[config.mk]
export PLATFORM = sky130hd
export DESIGN_NAME = scoreboard_regfile
export DESIGN_NICKNAME = d
export VERILOG_FILES = /design/src/rtl/scoreboard_regfile.sv
export SDC_FILE = /design/constraint.sdc
export NUM_CORES = 2
export LEC_CHECK = 0
export CAP_MARGIN = 0
export CORE_ASPECT_RATIO = 1.2
export CORE_MARGIN = 2
export CORE_UTILIZATION = 35
export DETAILED_ROUTE_END_ITERATION = 16
export GPL_TIMING_DRIVEN = 0
export HOLD_SLACK_MARGIN = 0.03
export PLACE_DENSITY = 0.5
export SYNTH_ARGS = -nofsm -noshare
export SYNTH_HDL_FRONTEND = slang
export SYNTH_SLANG_ARGS = --single-unit
[constraint.sdc]
create_clock -name clk -period 4.7 [get_ports clk]
set_clock_uncertainty 0.05 [all_clocks]
set_input_delay 0.94 -clock clk [delete_from_list [all_inputs] [get_ports clk]]
set_output_delay 0.94 -clock clk [all_outputs]
set_load 0.02 [all_outputs]
[src/rtl/scoreboard_regfile.sv]
// scoreboard_regfile
// Integer register file with a per-register pending-writer scoreboard.
// Decode reads NRD source operands and issues writers. Writeback retires
// results. x0 is hardwired to zero. Same-cycle writeback forwarding is
// optional. RAW/WAW hazards raise stall. A counter tracks how many
// registers are busy, and a sticky flag records writebacks to idle registers.
module scoreboard_regfile #(
   parameter int XLEN   = 32,
   parameter int NREGS  = 32,
   parameter int NRD    = 2,
   parameter int BYPASS = 1,
   localparam int AW    = $clog2(NREGS)
) (
   input  logic                clk,
   input  logic                rst,
   input  logic [NRD*AW-1:0]   rd_addr,
   output logic [NRD*XLEN-1:0] rd_data,
   output logic [NRD-1:0]      rd_busy,
   input  logic                iss_valid,
   input  logic [AW-1:0]       iss_rd,
   output logic                stall,
   input  logic                wb_valid,
   input  logic [AW-1:0]       wb_rd,
   input  logic [XLEN-1:0]     wb_data,
   output logic [AW:0]         pend_cnt,
   output logic                wb_err
);

   localparam logic BypassOn = (BYPASS != 0);

   logic [XLEN-1:0] r_regs [NREGS];
   logic [NREGS-1:0] r_busy;
   logic [AW:0]      r_pendCnt;
   logic             r_wbErr;

   logic             w_wbWr;
   logic             w_issHit;
   logic             w_issBusy;
   logic             w_acc;
   logic             w_setRise;
   logic             w_clrFall;
   logic [NREGS-1:0] w_busyNext;

   // A writeback matches address a only when forwarding is enabled and a is not x0.
   function automatic logic wbHit(input logic [AW-1:0] a);
      return BypassOn && wb_valid && (wb_rd == a) && (a != '0);
   endfunction

   // x0 reads zero. A forwarded writeback beats the stored value.
   function automatic logic [XLEN-1:0] readData(input logic [AW-1:0] a);
      logic [XLEN-1:0] v;
      if (a == '0) begin
         v = '0;
      end else if (wbHit(a)) begin
         v = wb_data;
      end else begin
         v = r_regs[a];
      end
      return v;
   endfunction

   // A register being retired this cycle is no longer treated as busy when forwarding is on.
   function automatic logic effBusy(input logic [AW-1:0] a);
      return r_busy[a] && !wbHit(a);
   endfunction

   assign w_wbWr    = wb_valid && (wb_rd != '0);
   assign w_issHit  = wbHit(iss_rd);
   assign w_issBusy = r_busy[iss_rd] && !w_issHit;
   assign stall     = iss_valid && ((|rd_busy) || w_issBusy);
   assign w_acc     = iss_valid && !stall && (iss_rd != '0);

   // The counter moves only on real busy-bit transitions.
   // A set and a clear on the same register cancel, so the counter does not move.
   assign w_setRise = w_acc && !r_busy[iss_rd];
   assign w_clrFall = w_wbWr && r_busy[wb_rd] && !(w_acc && (iss_rd == wb_rd));

   assign pend_cnt = r_pendCnt;
   assign wb_err   = r_wbErr;

   // Combinational read ports: data plus effective busy for each port.
   always_comb begin
      rd_data = '0;
      rd_busy = '0;
      for (int i = 0; i < NRD; i++) begin
         rd_data[i*XLEN +: XLEN] = readData(rd_addr[i*AW +: AW]);
         rd_busy[i]              = effBusy(rd_addr[i*AW +: AW]);
      end
   end

   // Next scoreboard: the retire clears first, then the accepted issue sets, so the new writer wins.
   always_comb begin
      w_busyNext = r_busy;
      if (w_wbWr) begin
         w_busyNext[wb_rd] = 1'b0;
      end
      if (w_acc) begin
         w_busyNext[iss_rd] = 1'b1;
      end
      w_busyNext[0] = 1'b0;
   end

   // State update. Reset wipes data, scoreboard, counter and error, and drops any writeback in that cycle.
   always_ff @(posedge clk) begin
      if (rst) begin
         for (int r = 0; r < NREGS; r++) begin
            r_regs[r] <= '0;
         end
         r_busy    <= '0;
         r_pendCnt <= '0;
         r_wbErr   <= 1'b0;
      end else begin
         if (w_wbWr) begin
            r_regs[wb_rd] <= wb_data;
            if (!r_busy[wb_rd]) begin
               r_wbErr <= 1'b1;
            end
         end
         r_busy    <= w_busyNext;
         r_pendCnt <= r_pendCnt + {{AW{1'b0}}, w_setRise} - {{AW{1'b0}}, w_clrFall};
      end
   end

endmodule

Word-level counts from Yosys, hierarchy flattened
Memories as Yosys holds them, arrays and structs flattened. Cells that the tools add are included.

Bits in registers: 39. Latch bits: 0. Memory bits (writable): 1024. Bits in read-only memories: 0. Input bits: 56. Output and inout bits: 74. Logic and storage cells: 82. Memories: 1.

$add $sub $neg: 2. $mul: 0. Div/mod/pow operators: 0. Magnitude comparators: 6. Equal/unequal tests: 4. Shift-type cells: 0. Mux-type cells: 26. Bitwise operators: 4. Reductions and logical operators: 35.

Memories: r_regs (words 32, bits a word 32, rd ports 2, clocked after Yosys merged registers in 0, write ports 32, line 31) `logic [XLEN-1:0] r_regs [NREGS];`.

Operators by type and width (number): $mux 32 (7); $and 32x32->32 (1); $not 32->32 (1); $or 32x32->32 (1); $reduce_or 32->1 (1); $lt 5x6->1 const B (4); $bmux 1 s5 (4); $eq 5x5->1 (4); $reduce_bool 5->1 (4); $logic_and 1x1->1 (19); $mux 1 (12); $demux 1 s5 (2); $ge 5x1->1 const B (2); $logic_not 5->1 (2); $add 6x1->6 (1); $logic_not 1->1 (6); $sub 6x1->6 (1); $mux 5 (1); $reduce_and 2->1 (1); $reduce_or 2->1 (1); $logic_or 1x1->1 (1); $not 1->1 (1).

Longest topological paths before layout
Depth in word-level cells: 15. Gate-level depth with buffers: 19. Depth with buffers taken out: 15.

Worst setup path before layout
No wires, ideal clock.

Path kind: input to register. From: in rd_addr[0]. To: reg r_pendCnt[4] (netlist: pend_cnt[4]). Data arrival time: 4194 ps. Slack: 329 ps. Stages: 17. Buffers on the path: 3. Path through: buf_2 -> buf_2 -> buf_2 -> mux4_2 -> a211oi_1 -> o32a_2 -> inv_2 -> o41a_1 -> ha_1 -> inv_1 -> ha_1 -> fa_1 -> a21oi_1 -> nor2_1 -> nor2_1 -> xor2_1 -> nor2_1.

Cells in the longest elaborated chain, start to end: 15. Elaborated cells between the ends (all ways): 20. Those cells by class: 2 x add/sub; 1 x eq/ne; 2 x mux; 15 x reduce/logical.

RTL lines: start: declaration (line 16) `input logic [NRD*AW-1:0] rd_addr,`; parallel branches: the longest is 4 deep, another holds $bmux 1 s5; $logic_and 1x1->1 (*) (line 64) `return r_busy[a] && !wbHit(a);`; named net rd_busy[0] (line 18) `output logic [NRD-1:0] rd_busy,`; $reduce_or 2->1 (*) (line 70) `assign stall = iss_valid && ((|rd_busy) || w_issBusy);`; $logic_or 1x1->1 (*) (line 70); $logic_and 1x1->1 (*) (line 70); $logic_not 1->1 (*) (line 71) `assign w_acc = iss_valid && !stall && (iss_rd != '0);`; $logic_and 1x1->1 (*) (2 in a row) (line 71); parallel branches: the longest is 3 deep, another holds $add 6x1->6; $sub 6x1->6 (*) (line 120) `r_pendCnt <= r_pendCnt + {{AW{1'b0}}, w_setRise} - {{AW{1'b0}}, w_clrFall};`; end signal: assignment (line 120); end: declaration (line 33) `logic [AW:0] r_pendCnt;`.

Mark *: on every way through the listed nets, which the timed path passes. The select of a mux whose other input is x is not followed. A chain may end at the register's enable or synchronous reset.

Worst setup path in the final report
From: in rd_addr[1]. To: out rd_data[23].

Cells in the longest elaborated chain, start to end: 5. Elaborated cells between the ends (all ways): 8. Those cells by class: 1 x eq/ne; 2 x mux; 4 x reduce/logical; 1 x memory.

RTL lines: parallel branches: the longest is 4 deep, another holds $mem_v2 32x32; $mux 32 (*) (line 52) `if (a == '0) begin`; end: declaration (line 17) `output logic [NRD*XLEN-1:0] rd_data,`.

Mark *: on every way between the ends.

==> results.md <==
- Top cells by area, synth: edfxtp_1, mux4_2, and2_1, clkbuf_1, dfxtp_1
- Total grt overflow: 0
- DRC: 0
- Tmin final: 4.699 ns
- Worst path max stage delay: 0.55 ns
- Number of flops mapped to enable cells by yosys: 1024
- Max cap viols: 0
- Vias in the first global route: 35540
- Pwr dens: 356.3 nW/um2
- CTS Buf Count: 108
- Die Y: 449.7 um
- Worst skew pair latency: 0.74 ns
- Ys async rst share: 0%
- Die X-Extent: 375.4 um
- Crit-path slowest cell: mux4_2
- CP Capture Type: primary output
- Net Sw Frac: 26.37%
- I/O pin count: 130
- Yosys reg bits: 1062
- Leakage: 22.76 nW
- P&R area growth vs syn: 16.39%
- Seq pwr share: 46.5%
- Core area: 164400 um2
- Unrepaired setup endpoints after global routing: yes
- Final setup violation count: 0
- PortBufs: 117
- Largest area contributor in the netlist: edfxtp_1
- First-pass iteration count of the detailed router: 6
- Pwr Total: 24.03 mW
- Post-synth top area share: 53.07%
- GRT Total Usage: 23.64%
- CTS tree: built
- Count leader, synth: edfxtp_1
- Nets: 4029
- H-Tree Depth: 3
- WL/cell: 32.31 um
- Largest net degree at the start of global routing: 33
- Final Hold Fails: 0
- Combinational share of power: 15.8%
- Status: finished clean
- Final worst path period share: 99.98%
- Initial antenna violation count: 24
- Netlist cell types: 55
- Share of cells above drive strength 1: 28.65%
- CTS root buf: clkbuf_16
- Post-synth top cells: edfxtp_1, and2_1, mux4_2
- Int Power: 17.69 mW
- Placer congestion estimate: 0.9151
- Sequential-to-total area share from yosys stat: 54.38%
- Starting Density: 35.25%
- Crit path cell chain: clkdlybuf4s15_2, buf_8, buf_8, buf_6, mux4_2, mux4_2, mux2i_1, a211oi_4, dlygate4sd2_1
- Area of the mapped netlist: 57940 um2
- Routed WL: 200500 um
- Synth Flop Type: edfxtp_1
- Placement Setup Slack: -2.139 ns
- Cells after synthesis: 3673
- Standard-cell rows: 163
- Vias per cell: 5.620
- CP Max Fanout: 10
- Global-route wire length before repair: 278000 um
- Via count: 34880
- Worst hold path class: flop to flop
- Die ar.: 168800 um2
- CTS Hold Bufs: 0
- Reg clk slew, reported paths: 0.07 ns
- Syn_area_per_cell: 15.78 um2
- Setup ws final: 0.001169 ns
- Clk buf depth: 3
- Drt first-iter violations: 4004
- Max Clock Freq: 0.2128 GHz
- Slew @ Worst Pin: 1.126 ns
- CP arrival: 3.71 ns
- Synth warn: 0
- Crit Path Category: input port to primary output
- Pins Over Slew Limit: 0
- Num Clock Sinks: 1062
- Net Switching: 6.338 mW
- Relative slew slack: 24.62%
- Worst path required time: 3.71 ns
- Remaining antenna violation count: 0
- Post-DP HPWL: 159200 um
- Share of total power in the clock network: 37.7%
- Maximum vdd ir drop: 263.2 uV
- Startpoint Class: input port
## cell type report
type                            count  area, um2
Fill cell                       15100      96940
Sequential cell                  1062      31510
Multi-Input combinational cell   2200      25200
Clock buffer                      125       2828
Tap cell                         2145       2684
Buffer                            398       2504
Timing Repair Buffer              152       1742
Clock inverter                     72      794.5
Inverter                           44      165.2
Antenna cell                        8      20.02
## layout by cell type, fill, tap and decap left out, types with 45 or more instances in the layout
cell type	instances
clkdlybuf4s50_1	45
mux2i_1	53
nor2_1	134
buf_4	54
buf_6	52
clkbuf_1	226
mux4_2	668
clkbuf_16	110
edfxtp_1	1024
and2_1	996
dlygate4sd2_1	65
## metrics by stage
step	utilization (%)	instance area [um2]	setup TNS (ns)	hold WS, ns	std cells
3_5_place_dp	38.06	62560	-115.33	0.4445	5996
5_1_grt	41.02	67430	-0.04669	0.4911	6200
2_1_floorplan	-	58060	0	0.4017	3704
4_1_cts	40.93	67280	-0.003870	0.4535	6198
6_report	41.03	67440	0	0.4619	6206
3_3_place_gp	37.67	61910	-116.34	0.4423	5966
## kinds of logic after synthesis
group | Yosys count | synth area share (%)
flip-flops | 1062 | 54.38
AO/OA/AOI/OAI | 154 | 1.913
adder cells (fa/ha/maj) | 7 | 0.1641
XOR/XNOR | 20 | 0.3023
other | 1 | 0.006472
buffers and inverters | 442 | 3.220
AND/OR/NAND/NOR | 1247 | 12.80
multiplexers | 740 | 27.21
## final timing paths
check        slack, ns  depth (start not counted)          end        from
max              0.001                          9  rd_data[23]  rd_addr[1]
min               0.46                          2   r_busy[17]  r_busy[17]
max reg2reg       0.72                         15  pend_cnt[4]  r_busy[23]
min reg2reg       0.46                          2   r_busy[17]  r_busy[17]
## power by group through the flow
stage	clock network [mW]	registers, mW	logic, mW
CTS	9.21	11.2	3.74
global route	9.52	11.2	3.93
finish	9.07	11.2	3.79
global placement	0	11.4	3.54
floorplan	0	11.3	2.09
detailed placement	0	11.4	3.63
## worst max-delay path: cells and delay by family
kind / cells / cell delay [ns]
buffers and inverters: 5 / 1.37
muxes: 3 / 1.20
AOI/OAI and AO/OA: 1 / 0.14
## flip-flops by register name, summed over array words and instances, names as in the netlist
register / flops
r_busy: 31
wb_err: 1
pend_cnt: 6
r_regs: 1024
## what timing repair did
| action | in CTS | in global routing |
|---|---|---|
| setup endpoints to repair | 70 | 36 |
| gates cloned | 0 | 0 |
| gates resized for setup | 395 | 55 |
| buffers inserted | 5 | 0 |
| pin swaps | 13 | 6 |
## metal layers
metal	GRT usage [%]	vias up	routed length [um]	part of all wire, %
li1	-	14750	-	-
met1	32.29	18570	83740	42
met2	38.29	1305	95740	48
met3	4.259	238	14700	7.3
met4	7.536	14	6252	3.1
met5	0	-	69	0.034
Note: power is estimated with default switching activity, not from simulation.
==> variant: new RTL, same settings <==
Set the parameter `BYPASS` to 0 (it was 1).
--- a/src/rtl/scoreboard_regfile.sv
+++ b/src/rtl/scoreboard_regfile.sv
@@ -8,7 +8,7 @@
    parameter int XLEN   = 32,
    parameter int NREGS  = 32,
    parameter int NRD    = 2,
-   parameter int BYPASS = 1,
+   parameter int BYPASS = 0,
    localparam int AW    = $clog2(NREGS)
 ) (
    input  logic                clk,
Check against the original RTL: not settled (the Yosys comparison gave no result); the edit may change what the design does.
==> variant against the unedited design <==
- non-clock buffer count down 16
- wire length increased by 4.6%
- cell area shrank 1.4%
- via count decreased by 0.34%
- setup slack better by 0.016 ns
- power fell by 0.71%
- sequential cell count unchanged
- die area fell by 1.8%
- synthesized area fell by 1.9%
- critical endpoint is now r_regs[28][16]
- highest routed layer unchanged
==> variant: results (changes against the unedited design) <==
- Crit-path slowest cell: nor2_1 (was mux4_2)
- CP Data Arrival Time: 5.24 ns (was 3.71 ns)
- DRT Pass-1 Iters: 5 (was 6)
- Post-DR wirelength/cell: 34.5 um (was 32.3 um)
- Via count: 34,760 (was 34,877)
- Commonest cells in the netlist: edfxtp_1 (1,024), and2_1 (995), mux4_2 (659), clkbuf_1 (292), nor2_1 (114) (was edfxtp_1 (1,024), and2_1 (996), mux4_2 (668), clkbuf_1 (246), buf_2 (137))
- Status: complete, no violations (unchanged)
- Initial DRC count: 4,100 (was 4,004)
- Worst hold slack: 0.433 ns (was 0.462 ns)
- IO Port Bufs: 120 (was 117)
- Routed Wire Length: 210,000 um (was 200,000 um)
- Total GRT Usage: 25.4% (was 23.6%)
- Maximum VDD drop: 0.000345 V (was 0.000263 V)
- Slew Limit Headroom: 18.7% (was 24.6%)
- First-pass GRT wire length: 287,000 um (was 278,000 um)
- Antenna violations before repair: 10 (was 24)
- Cells after Synth: 3,548 (was 3,673)
- Min-delay src: wb_err (was r_busy[17])
- Pin count of the biggest net entering global routing: 30 (was 33)
- CP top delay family: simple AND/OR/NAND/NOR gates (was buffers and inverters)
- Worst R2R Setup Slack: 0.56 ns (was 0.72 ns)
- Final #Nets: 3,912 (was 4,029)
- Gpl congestion: 0.915 (about the same)
- Cell leakage power: 22.6 nW (was 22.8 nW)
- Placed cell count: 5,866 (was 5,996)
- Final HPWL DP: 158,000 um (was 159,000 um)
- Top post-synthesis cells by area: edfxtp_1 (54%), mux4_2 (26%), and2_1 (11%), clkbuf_1 (1.9%), mux2i_1 (1.5%) (was edfxtp_1 (53%), mux4_2 (26%), and2_1 (11%), clkbuf_1 (1.6%), dfxtp_1 (1.3%))
- Unique masters post-synth: 49 (was 55)
- Number of buffers created by CTS: 113 (was 108)
- Slowest stage delay, CP: 0.95 ns (was 0.55 ns)
[variant: changes by cell type after synthesis, sizes merged, moves of 13 or more]
cell / change
o21ai: -16
clkbuf: +45
a21o: -22
mux2i: +13
nand4: -22
o41ai: +22
a21oi: +25
nor2: -22
a211oi: -67
buf: -64
[variant: power breakdown]
| group | internal, mW | total, mW | switching [mW] | leakage [nW] |
|---|---|---|---|---|
| combinational | 1.57 | 3.64 | 2.07 | 10.8 |
| sequential | 10.9 | 11.2 | 0.255 | 10.1 |
| clock | 5.05 | 9.06 | 4.02 | 1.75 |
[variant: metrics by stage]
stage / setup WS, ns / area (um^2)
after global placement: -2.95 / 60900
after CTS: 0.00650 / 66400
after global routing: -0.00584 / 66500
after floorplan: 0.0210 / 57000
after detailed placement: -2.60 / 61600
final: 0.0175 / 66500
[variant: cells by family after synthesis]
group	synth area share [%]
and+or+nand+nor	12.8
DFF	55.4
muxes	27.7
buffers and inverters	2.80
AOI/OAI and AO/OA	1.12
adders and majority gates	0.167
xor gates and xnor gates	0.0770
other	0.00659
[variant: tightest hold or removal path: stages (launching register included)]
cell and delay [ns]:
dfxtp_1 0.33, nor2_1 0.05, nor2_1 0.07
[variant: what timing repair did]
action | in CTS | in global routing
setup buffers | 2 | 0
pin swaps | 1 | 1
gates resized for setup | 691 | 39
endpoints found under the setup margin | 71 | 27
[variant: cell type report]
cell class              count  area [um^2]  area share, %
clock buffers             138         2990           4.49
plain buffers             377         2640           3.97
multi-input cells        2098        24100           36.2
flip-flops and latches   1062        31500           47.4
well taps                2132         2670           4.01
diodes                      8         20.0         0.0301
inverters                  40          150          0.226
clock inverters            68          617          0.928
repair buffers            157         1810           2.73
[variant: worst max-delay path by stage]
stage,from,end
after floorplan,rd_addr[6],pend_cnt[4]
after global placement,rd_addr[1],rd_data[29]
after detailed placement,rd_addr[5],rd_data[44]
after CTS,rd_addr[0],rd_data[16]
after global routing,rd_addr[5],rd_data[33]
final,wb_rd[4],r_regs[28][16]
[variant: routing by layer]
metal | vias to the layer above | share of wire (%) | GRT usage, %
met1 | 18662 | 39 | 32.8
li1 | 14331 | - | -
met4 | 4 | 3.0 | 7.67
met3 | 320 | 6.5 | 3.62
met2 | 1443 | 51 | 44.1
met5 | - | 0.013 | 0
